## config.mk

```make
export PLATFORM = sky130hd
export DESIGN_NAME = alu_seq_ctrl
export DESIGN_NICKNAME = d
export VERILOG_FILES = /design/src/rtl/ctrl_pkg.sv /design/src/rtl/instr_decoder.sv /design/src/rtl/alu_seq_ctrl.sv
export SDC_FILE = /design/constraint.sdc
export NUM_CORES = 1
export LEC_CHECK = 0
export ABC_AREA = 1
export CAP_MARGIN = 30
export CORE_ASPECT_RATIO = 0.8
export CORE_MARGIN = 4
export CORE_UTILIZATION = 50
export DETAILED_ROUTE_END_ITERATION = 8
export GPL_ROUTABILITY_DRIVEN = 0
export GPL_TIMING_DRIVEN = 0
export PLACE_DENSITY = 0.93
export SETUP_SLACK_MARGIN = 0.3
export SKIP_LAST_GASP = 1
export SLEW_MARGIN = 25
export SYNTH_ARGS = -nofsm -noshare
export SYNTH_HDL_FRONTEND = slang
export SYNTH_SLANG_ARGS = --single-unit
export TNS_END_PERCENT = 20
```

## constraint.sdc

```tcl
create_clock -name Clk -period 3.2 [get_ports Clk]
set_clock_uncertainty 0.1 [all_clocks]
set_input_delay 0.64 -clock Clk [delete_from_list [all_inputs] [get_ports Clk]]
set_output_delay 0.64 -clock Clk [all_outputs]
set_load 0.03 [all_outputs]
```

## src/rtl/ctrl_pkg.sv

```systemverilog
// Shared definitions for the CR16-subset sequencer: ALU operation codes, instruction
// field encodings, sequencer states and status flag positions.
package ctrl_pkg;

    // ALU operation codes driven on OpCode
    localparam logic [4:0] ALU_NOP = 5'b00000;
    localparam logic [4:0] ALU_AND = 5'b00001;
    localparam logic [4:0] ALU_OR  = 5'b00010;
    localparam logic [4:0] ALU_XOR = 5'b00011;
    localparam logic [4:0] ALU_LSH = 5'b00100;
    localparam logic [4:0] ALU_ADD = 5'b00101;
    localparam logic [4:0] ALU_SUB = 5'b01001;
    localparam logic [4:0] ALU_CMP = 5'b01011;
    localparam logic [4:0] ALU_MOV = 5'b01101;

    // Primary opcode field IR[15:12]
    localparam logic [3:0] OP_REG   = 4'b0000;
    localparam logic [3:0] OP_ANDI  = 4'b0001;
    localparam logic [3:0] OP_ORI   = 4'b0010;
    localparam logic [3:0] OP_XORI  = 4'b0011;
    localparam logic [3:0] OP_ADDI  = 4'b0101;
    localparam logic [3:0] OP_SHIFT = 4'b1000;
    localparam logic [3:0] OP_SUBI  = 4'b1001;
    localparam logic [3:0] OP_CMPI  = 4'b1011;
    localparam logic [3:0] OP_MOVI  = 4'b1101;
    localparam logic [3:0] OP_LUI   = 4'b1111;

    // Extension field IR[7:4] for register and shift forms
    localparam logic [3:0] EXT_AND = 4'b0001;
    localparam logic [3:0] EXT_OR  = 4'b0010;
    localparam logic [3:0] EXT_XOR = 4'b0011;
    localparam logic [3:0] EXT_LSH = 4'b0100;
    localparam logic [3:0] EXT_ADD = 4'b0101;
    localparam logic [3:0] EXT_SUB = 4'b1001;
    localparam logic [3:0] EXT_CMP = 4'b1011;
    localparam logic [3:0] EXT_MOV = 4'b1101;

    localparam logic [15:0] HALT_WORD = 16'h0000;

    localparam int FLAG_W = 5;
    localparam int FLAG_C = 0;
    localparam int FLAG_L = 1;
    localparam int FLAG_F = 2;
    localparam int FLAG_Z = 3;
    localparam int FLAG_N = 4;

    typedef enum logic [2:0] {
        ST_IDLE,
        ST_FETCH,
        ST_DECODE,
        ST_EXEC,
        ST_HALTED
    } state_t;

    function automatic logic [15:0] sext8(input logic [7:0] v);
        return {{8{v[7]}}, v};
    endfunction

    function automatic logic [15:0] zext8(input logic [7:0] v);
        return {8'h00, v};
    endfunction

endpackage

```

## src/rtl/instr_decoder.sv

```systemverilog
// Combinational decode of one 16-bit instruction word into datapath controls.
// The all-zero word is HALT and is decoded as a legal no-write instruction.
module instr_decoder
    import ctrl_pkg::*;
(
    input  logic [15:0] ir,
    output logic [3:0]  rdest,
    output logic [3:0]  rsrc,
    output logic [15:0] imm,
    output logic        imm_s,
    output logic [4:0]  opcode,
    output logic        writes_reg,
    output logic        sets_flags,
    output logic        illegal
);

    logic [3:0] op;
    logic [3:0] ext;
    logic [7:0] imm8;

    assign op   = ir[15:12];
    assign ext  = ir[7:4];
    assign imm8 = ir[7:0];

    always_comb begin
        rdest      = ir[11:8];
        rsrc       = ir[3:0];
        imm        = 16'h0000;
        imm_s      = 1'b0;
        opcode     = ALU_NOP;
        writes_reg = 1'b0;
        sets_flags = 1'b0;
        illegal    = 1'b0;

        case (op)
            OP_REG: begin
                case (ext)
                    EXT_AND: begin opcode = ALU_AND; writes_reg = 1'b1; end
                    EXT_OR:  begin opcode = ALU_OR;  writes_reg = 1'b1; end
                    EXT_XOR: begin opcode = ALU_XOR; writes_reg = 1'b1; end
                    EXT_MOV: begin opcode = ALU_MOV; writes_reg = 1'b1; end
                    EXT_ADD: begin opcode = ALU_ADD; writes_reg = 1'b1; sets_flags = 1'b1; end
                    EXT_SUB: begin opcode = ALU_SUB; writes_reg = 1'b1; sets_flags = 1'b1; end
                    EXT_CMP: begin opcode = ALU_CMP; sets_flags = 1'b1; end
                    // HALT shares this space but is a legal encoding
                    default: illegal = (ir != HALT_WORD);
                endcase
            end
            OP_ANDI: begin opcode = ALU_AND; imm = zext8(imm8); imm_s = 1'b1; writes_reg = 1'b1; end
            OP_ORI:  begin opcode = ALU_OR;  imm = zext8(imm8); imm_s = 1'b1; writes_reg = 1'b1; end
            OP_XORI: begin opcode = ALU_XOR; imm = zext8(imm8); imm_s = 1'b1; writes_reg = 1'b1; end
            OP_MOVI: begin opcode = ALU_MOV; imm = zext8(imm8); imm_s = 1'b1; writes_reg = 1'b1; end
            OP_ADDI: begin
                opcode = ALU_ADD; imm = sext8(imm8); imm_s = 1'b1;
                writes_reg = 1'b1; sets_flags = 1'b1;
            end
            OP_SUBI: begin
                opcode = ALU_SUB; imm = sext8(imm8); imm_s = 1'b1;
                writes_reg = 1'b1; sets_flags = 1'b1;
            end
            OP_CMPI: begin
                opcode = ALU_CMP; imm = sext8(imm8); imm_s = 1'b1; sets_flags = 1'b1;
            end
            OP_LUI: begin
                opcode = ALU_MOV; imm = {imm8, 8'h00}; imm_s = 1'b1; writes_reg = 1'b1;
            end
            OP_SHIFT: begin
                if (ext == EXT_LSH) begin
                    opcode = ALU_LSH; writes_reg = 1'b1;
                end else if (ext[3:1] == 3'b000) begin
                    // LSHI: 5-bit signed amount, negative shifts right
                    opcode = ALU_LSH; imm = {{11{ir[4]}}, ir[4:0]};
                    imm_s = 1'b1; writes_reg = 1'b1;
                end else begin
                    illegal = 1'b1;
                end
            end
            default: illegal = 1'b1;
        endcase
    end

endmodule

```

## src/rtl/alu_seq_ctrl.sv

```systemverilog
// Fetch/decode/execute sequencer: one instruction in flight, 3 cycles per instruction
// with zero-wait memory. Holds PC, IR and the latched status flags.
module alu_seq_ctrl
    import ctrl_pkg::*;
#(
    parameter int              PC_W     = 8,
    parameter logic [PC_W-1:0] START_PC = '0
) (
    input  logic            Clk,
    input  logic            Rst,
    input  logic            start,
    output logic            imem_req,
    output logic [PC_W-1:0] imem_addr,
    input  logic            imem_valid,
    input  logic [15:0]     imem_data,
    input  logic [4:0]      alu_flags,
    output logic [3:0]      RdestRegLoc,
    output logic [3:0]      RsrcRegLoc,
    output logic [15:0]     Imm,
    output logic            Imm_s,
    output logic [4:0]      OpCode,
    output logic            En,
    output logic [4:0]      flags_q,
    output logic            busy,
    output logic            halted,
    output logic            illegal
);

    localparam logic [PC_W-1:0] PC_ONE = 1;

    state_t            state, state_nx;
    logic [PC_W-1:0]   pc, pc_nx;
    logic [15:0]       ir, ir_nx;
    logic [FLAG_W-1:0] flags_nx;

    logic [3:0]  d_rdest, d_rsrc;
    logic [15:0] d_imm;
    logic        d_imm_s;
    logic [4:0]  d_opcode;
    logic        d_writes, d_sets_flags, d_illegal;
    logic        dec_on, in_exec;

    instr_decoder u_dec (
        .ir         (ir),
        .rdest      (d_rdest),
        .rsrc       (d_rsrc),
        .imm        (d_imm),
        .imm_s      (d_imm_s),
        .opcode     (d_opcode),
        .writes_reg (d_writes),
        .sets_flags (d_sets_flags),
        .illegal    (d_illegal)
    );

    always_ff @(posedge Clk) begin
        if (!Rst) begin
            state   <= ST_IDLE;
            pc      <= START_PC;
            ir      <= 16'h0000;
            flags_q <= '0;
        end else begin
            state   <= state_nx;
            pc      <= pc_nx;
            ir      <= ir_nx;
            flags_q <= flags_nx;
        end
    end

    always_comb begin
        state_nx = state;
        pc_nx    = pc;
        ir_nx    = ir;
        flags_nx = flags_q;
        case (state)
            ST_IDLE, ST_HALTED: begin
                if (start) begin
                    state_nx = ST_FETCH;
                    pc_nx    = START_PC;
                end
            end
            ST_FETCH: begin
                if (imem_valid) begin
                    ir_nx    = imem_data;
                    state_nx = ST_DECODE;
                end
            end
            ST_DECODE: state_nx = ST_EXEC;
            ST_EXEC: begin
                if (d_sets_flags) flags_nx = alu_flags;
                if (ir == HALT_WORD) begin
                    state_nx = ST_HALTED;
                end else begin
                    pc_nx    = pc + PC_ONE;
                    state_nx = ST_FETCH;
                end
            end
            default: state_nx = ST_IDLE;
        endcase
    end

    // Decode fields are only meaningful once IR holds the fetched word
    assign dec_on  = (state == ST_DECODE) || (state == ST_EXEC);
    assign in_exec = (state == ST_EXEC);

    assign imem_req    = (state == ST_FETCH);
    assign imem_addr   = imem_req ? pc : '0;
    assign RdestRegLoc = dec_on ? d_rdest  : 4'h0;
    assign RsrcRegLoc  = dec_on ? d_rsrc   : 4'h0;
    assign Imm         = dec_on ? d_imm    : 16'h0000;
    assign Imm_s       = dec_on ? d_imm_s  : 1'b0;
    assign OpCode      = dec_on ? d_opcode : ALU_NOP;

    // A reset arriving during EXEC must suppress the write in that same cycle
    assign En      = Rst && in_exec && d_writes;
    assign illegal = Rst && in_exec && d_illegal;

    assign busy   = (state == ST_FETCH) || dec_on;
    assign halted = (state == ST_HALTED);

endmodule

```

After elaboration in Yosys (flattened, before gate mapping):

Index checks and enable logic that the tools add are counted.

* register bits: 32
* latch bits: 0
* RAM bits: 0
* memory bits (read-only): 0
* input bits: 25
* output and inout port bits: 48
* memories kept: 0

* add/sub/neg operators: 1
* $mul: 0
* divide/modulo/power cells: 0
* order comparisons: 0
* equal/unequal tests: 24
* shift-type cells: 0
* multiplexer cells: 32
* bitwise gates (word level): 0
* reduce and logical (&&, ||, !) cells: 24

Operators with widths (number)
* one-hot mux 16 bit (4 select lines): 1
* two-way mux 16 bit: 3
* one-hot mux 5 bit (9 select lines): 1
* equality test 4 bit, second input constant: 8
* one-hot mux 4 bit (7 select lines): 1
* two-way mux 8 bit: 3
* equality test 4 x 2 -> 1 bit, second input constant: 4
* logical NOT 16 bit: 1
* one-hot mux 8 bit (2 select lines): 1
* nonzero test 16 bit: 1
* OR reduction 7 bit: 2
* equality test 4 x 3 -> 1 bit, second input constant: 3
* two-way mux 3 bit: 4
* one-hot mux 3 bit (4 select lines): 1
* two-way mux 5 bit: 2
* two-way mux 1 bit: 9
* adder 8 x 1 -> 8 bit, second input constant: 1
* equality test 4 x 1 -> 1 bit, second input constant: 2
* two-way mux 4 bit: 2
* OR reduction 8 bit: 1
* equality test 3 x 2 -> 1 bit, second input constant: 2
* logical NOT 3 bit: 2
* one-hot mux 1 bit (3 select lines): 2
* AND reduction 2 bit: 3
* other kinds (14): 21

Logic depth before layout (Yosys ltp):

* depth after elaboration: 5
* depth in mapped cells: 10

Modules after synthesis:

A second synthesis with hierarchy kept.

* cells, all modules: 423
* area total of the unflattened synthesis: 2493.6 µm²

By module, submodules not included
* alu_seq_ctrl: instances 1, cells an instance 286, area each 1784.2 µm², sequential area each 640.6 µm²
* instr_decoder: instances 1, cells an instance 137, area each 709.4 µm², sequential area each 0.0 µm²

Least setup slack after synthesis:

No wires, ideal clock.

* path kind: register to output
* start: reg ir[7]
* end: out Imm[0]
* arrival time: 1596 ps
* required time: 2460 ps
* path slack: 864 ps
* cell stages (with the launch flop): 7
* buffers on the path: 1
* cell sequence: dfxtp_1 > buf_2 > nor2_2 > nand2_2 > nor3_4 > nor3_2 > nor3_1

* cells in the longest elaborated chain, start to end: 5
* elaborated cells between the ends (all ways): 6

Ends and longest elaborated chain
* start: declaration: RTL line alu_seq_ctrl.sv:33 `logic [15:0] ir, ir_nx;`
* start signal: assignment: RTL line alu_seq_ctrl.sv:64 `ir <= ir_nx;`
* logical NOT 3 bit: RTL line instr_decoder.sv:70 `end else if (ext[3:1] == 3'b000) begin`
* two-way mux 16 bit: RTL line instr_decoder.sv:70
* two-way mux 16 bit *: RTL line instr_decoder.sv:68 `if (ext == EXT_LSH) begin`
* one-hot mux 16 bit (4 select lines) *: RTL line instr_decoder.sv:35 `case (op)`
* two-way mux 16 bit *: RTL line alu_seq_ctrl.sv:109 `assign Imm = dec_on ? d_imm : 16'h0000;`
* end: declaration: RTL line alu_seq_ctrl.sv:19 `output logic [15:0] Imm,`

Mark *: on every way between the ends. The rest lies on a longest branch, timed or not.

Worst setup path in the final report:

* start: reg ir[15]
* end: out En

* cells in the longest elaborated chain, start to end: 4
* elaborated cells between the ends (all ways): 12

Ends and longest elaborated chain
* equality test 4 x 1 -> 1 bit, or another cell as far along: RTL line instr_decoder.sv:35
* OR reduction 7 bit (no line)
* one-hot mux 1 bit (3 select lines) *: RTL line instr_decoder.sv:35
* logical AND 1 bit *: RTL line alu_seq_ctrl.sv:114 `assign En = Rst && in_exec && d_writes;`
* end: declaration: RTL line alu_seq_ctrl.sv:22 `output logic En,`

Marks and branches as above.

==> impl_metrics.yaml <==
die:
  placementRows: 21
  design.portCount: 73
  area_enclosed_by_the_die_boundary_sq_mm: 0.00557
  floorplan.core_area_sq_mm: 0.00423
  die_h_um: 67.6
  start_util: 0.524
  die_w_um: 82.5
clock_network:
  worstSkewPairLatency_ps: 290
  tritoncts: "yes"
  cts_num_sinks: 32
  clk_root_buffer_cell: "clkbuf_8"
  clkTransAtPathRegs_ps: 60
  cts-root-to-sink-buffers: 2
  htree_levels: 2
  number_of_buffers_added_to_fix_hold_violations_after_cts: 0
  tritoncts.num_buffers: 5
cells_and_area:
  layout_commonest_cell: "nand2_1"
  fraction_of_layout_instances_using_a_drive_strength_above_1: 0.104
  stdcell_area_sq_mm: 0.00309
  multi_input_comb_area_sq_mm: 0.00126
  final.fill_count: 369
  num_antenna_cells: 0
  most-common-layout-cells: "nand2_1 (63), nor2_1 (61), clkdlybuf4s50_1 (58), inv_1 (54), a21oi_1 (40)"
  final_nets: 467
  fin_cells: 499
  area.sequential_sq_um: 641
  area.growth.synth_to_final_pct: 39.2
placed_design:
  dpl.hpwl_um: 4950
  portBuffers: 70
  pre_cts_slack_ps: 410
  placed_cell_area_sq_mm: 0.00299
  numPlacedInstances: 491
sta:
  final_max_slew_viol_count: 0
  final.min_clock_period_ps: 3060
  fin_tns_setup_ps: 0
  rsz0062_at_grt: "true"
  post-route-period-util: 0.958
  achievable-frequency_mhz: 326
  setup_viol: 0
  timing_hold_violations_final: 0
  layout_setup_ws_ps: 136
detailed_routing:
  routed-via-count: 2567
  dr.first_iter.drc_count: 249
  routed_length_per_placed_instance_um: 12.9
  firstDrtPassIters: 5
  wl_um: 6440
  drt_drc_violations_left: 0
  drtAntennaViolNets: 0
  vias_per_inst: 5.14
yosys:
  synth_cell_types: 29
  synth-edff-count: 0
  synth-seq-area-share: 0.289
  ys_ff_latch: 32
  mappedNetlistArea_sq_mm: 0.00222
  synth_warnings: 0
  synth.net_count: 390
  syn_avg_cell_area_sq_um: 6.09
  most_used_dff_post_synth: "dfxtp_1"
  synthArstFlopShare: 0
  synth_cells: 364
power_and_ir_drop:
  worst_ir_drop_vdd_mv: 0.296
  power_frac_seq: 0.345
  switching_share: 0.414
  design_power_total_mw: 1.41
  p_switching_uw: 585
  internal_power_uw: 828
  power_leakage_nw: 1.43
  power.combinational.fraction: 0.427
  power.clock.fraction: 0.228
  power.density_cell_area_mw_per_mm2: 458
setup_path:
  critical-path-top-delay-family: "buffers and inverters"
  worst_setup_path_end_kind: "primary output"
  worstSetupStartpointType: "flop"
  worstPathArrival_ps: 2320
  r2r_slack_ps: 1510
  crit_buf_inv: 3
  crit_path_cell_trace: "inv_2, nor2_4, inv_1, nor2_1, nand2_1, a31oi_1, clkdlybuf4s50_1"
  max_stage_delay_ps: 710
  setup.worst_path.class: "flop to primary output"
  cp_slowest_cell: "clkdlybuf4s50_1"
  crit_path_max_fanout: 6
  worst_ep_required_time_ps: 2460
run:
  cap_violations: 0
global_routing:
  grt_start_max_net_pins: 11
  global_route_wire_length_before_repair_um: 10500
  globalRoute.totalOverflow: 0
  antenna_found_initial: 0
  first_global_vias: 2393
  globalRouteTotalUtil: 0.243
outcome:
  run_status: "finished clean"
min_path:
  holdCritPathClass: "flop to flop"
worst paths after layout:
kind,end,start,cells past startpoint
worst max-delay path,En,ir[15],7
worst min-delay path,ir[9],ir[9],2
worst max register to register,ir[7],state[2],6
worst min register to register,ir[9],ir[9],2
cell families (layout without fill, tap and decap cells):
family / after synthesis / in the layout / share of synthesized area
flops: 32 / 32 / 0.289
buf+inv: 74 / 152 / 0.142
fa+ha+maj: 1 / 1 / 0.00564
other cells: 1 / 1 / 0.00169
compound gates: 72 / 72 / 0.173
simple gates: 184 / 184 / 0.389
synth_stat cells, types with 2 or more instances:
| master | n | area (sq um) |
|---|---|---|
| nor2_2 | 6 | 37.5 |
| buf_4 | 4 | 30.0 |
| nand3_1 | 21 | 105 |
| inv_1 | 54 | 203 |
| nand2_2 | 9 | 56.3 |
| nand2_1 | 63 | 236 |
| a211oi_1 | 2 | 15.0 |
| a31oi_1 | 4 | 25.0 |
| a21oi_1 | 40 | 200 |
| nor2_1 | 61 | 229 |
| o21ai_1 | 2 | 10.0 |
| nor3_1 | 7 | 35.0 |
| clkbuf_1 | 3 | 11.3 |
| dfxtp_1 | 32 | 641 |
| nand4_1 | 8 | 50.1 |
| buf_2 | 5 | 25.0 |
| nor2_4 | 3 | 33.8 |
| buf_6 | 2 | 22.5 |
| inv_2 | 5 | 18.8 |
| o21ai_0 | 23 | 115 |
| nand3_4 | 2 | 35.0 |
cell type report:
class | count | share of cell area
timing repair buffer | 70 | 0.229
tap | 57 | 0.0231
buffer | 14 | 0.0288
multi-input combinational | 258 | 0.409
inverter | 60 | 0.0730
sequential | 32 | 0.208
clock buffer | 8 | 0.0292
layer usage:
| layer | track usage | wire length [um] | vias to the layer above |
|---|---|---|---|
| met5 | 0 | 0 | - |
| li1 | - | - | 1308 |
| met2 | 0.386 | 2880 | 106 |
| met1 | 0.309 | 2860 | 1135 |
| met4 | 0.0954 | 136 | 0 |
| met3 | 0.0693 | 558 | 18 |
per-stage QoR:
step / utilization / hold slack [ps]
floorplan: - / 344
global placement: 0.707 / 360
detailed placement: 0.707 / 366
CTS: 0.726 / 375
global route: 0.730 / 402
finish: 0.730 / 372
worst register-to-register path, stage by stage (launching register included):
cell and delay [ps]:
dfxtp_1 470, nor2_2 90, nand2_1 110, nor2_1 50
inv_1 170, clkbuf_1 420, a21oi_1 160
registers in the layout, indices dropped and copies added (netlist names):
name,count
state,3
pc,8
ir,16
flags_q,5
power groups by stage:
stage               combinational, mW  sequential, mW  clock (mW)
CTS                             0.598           0.486       0.325
floorplan                       0.436           0.486           0
finish                          0.603           0.488       0.321
global placement                0.573           0.493           0
detailed placement              0.592           0.495           0
global route                    0.671           0.493       0.335
repair_timing:
action / 4_1_cts / 5_1_grt
setup buffers: 0 / 0
resized for setup: 6 / 6
setup endpoints to repair: 31 / 31
hold endpoints to repair: 0 / 0
(Power assumes the default switching activity.)
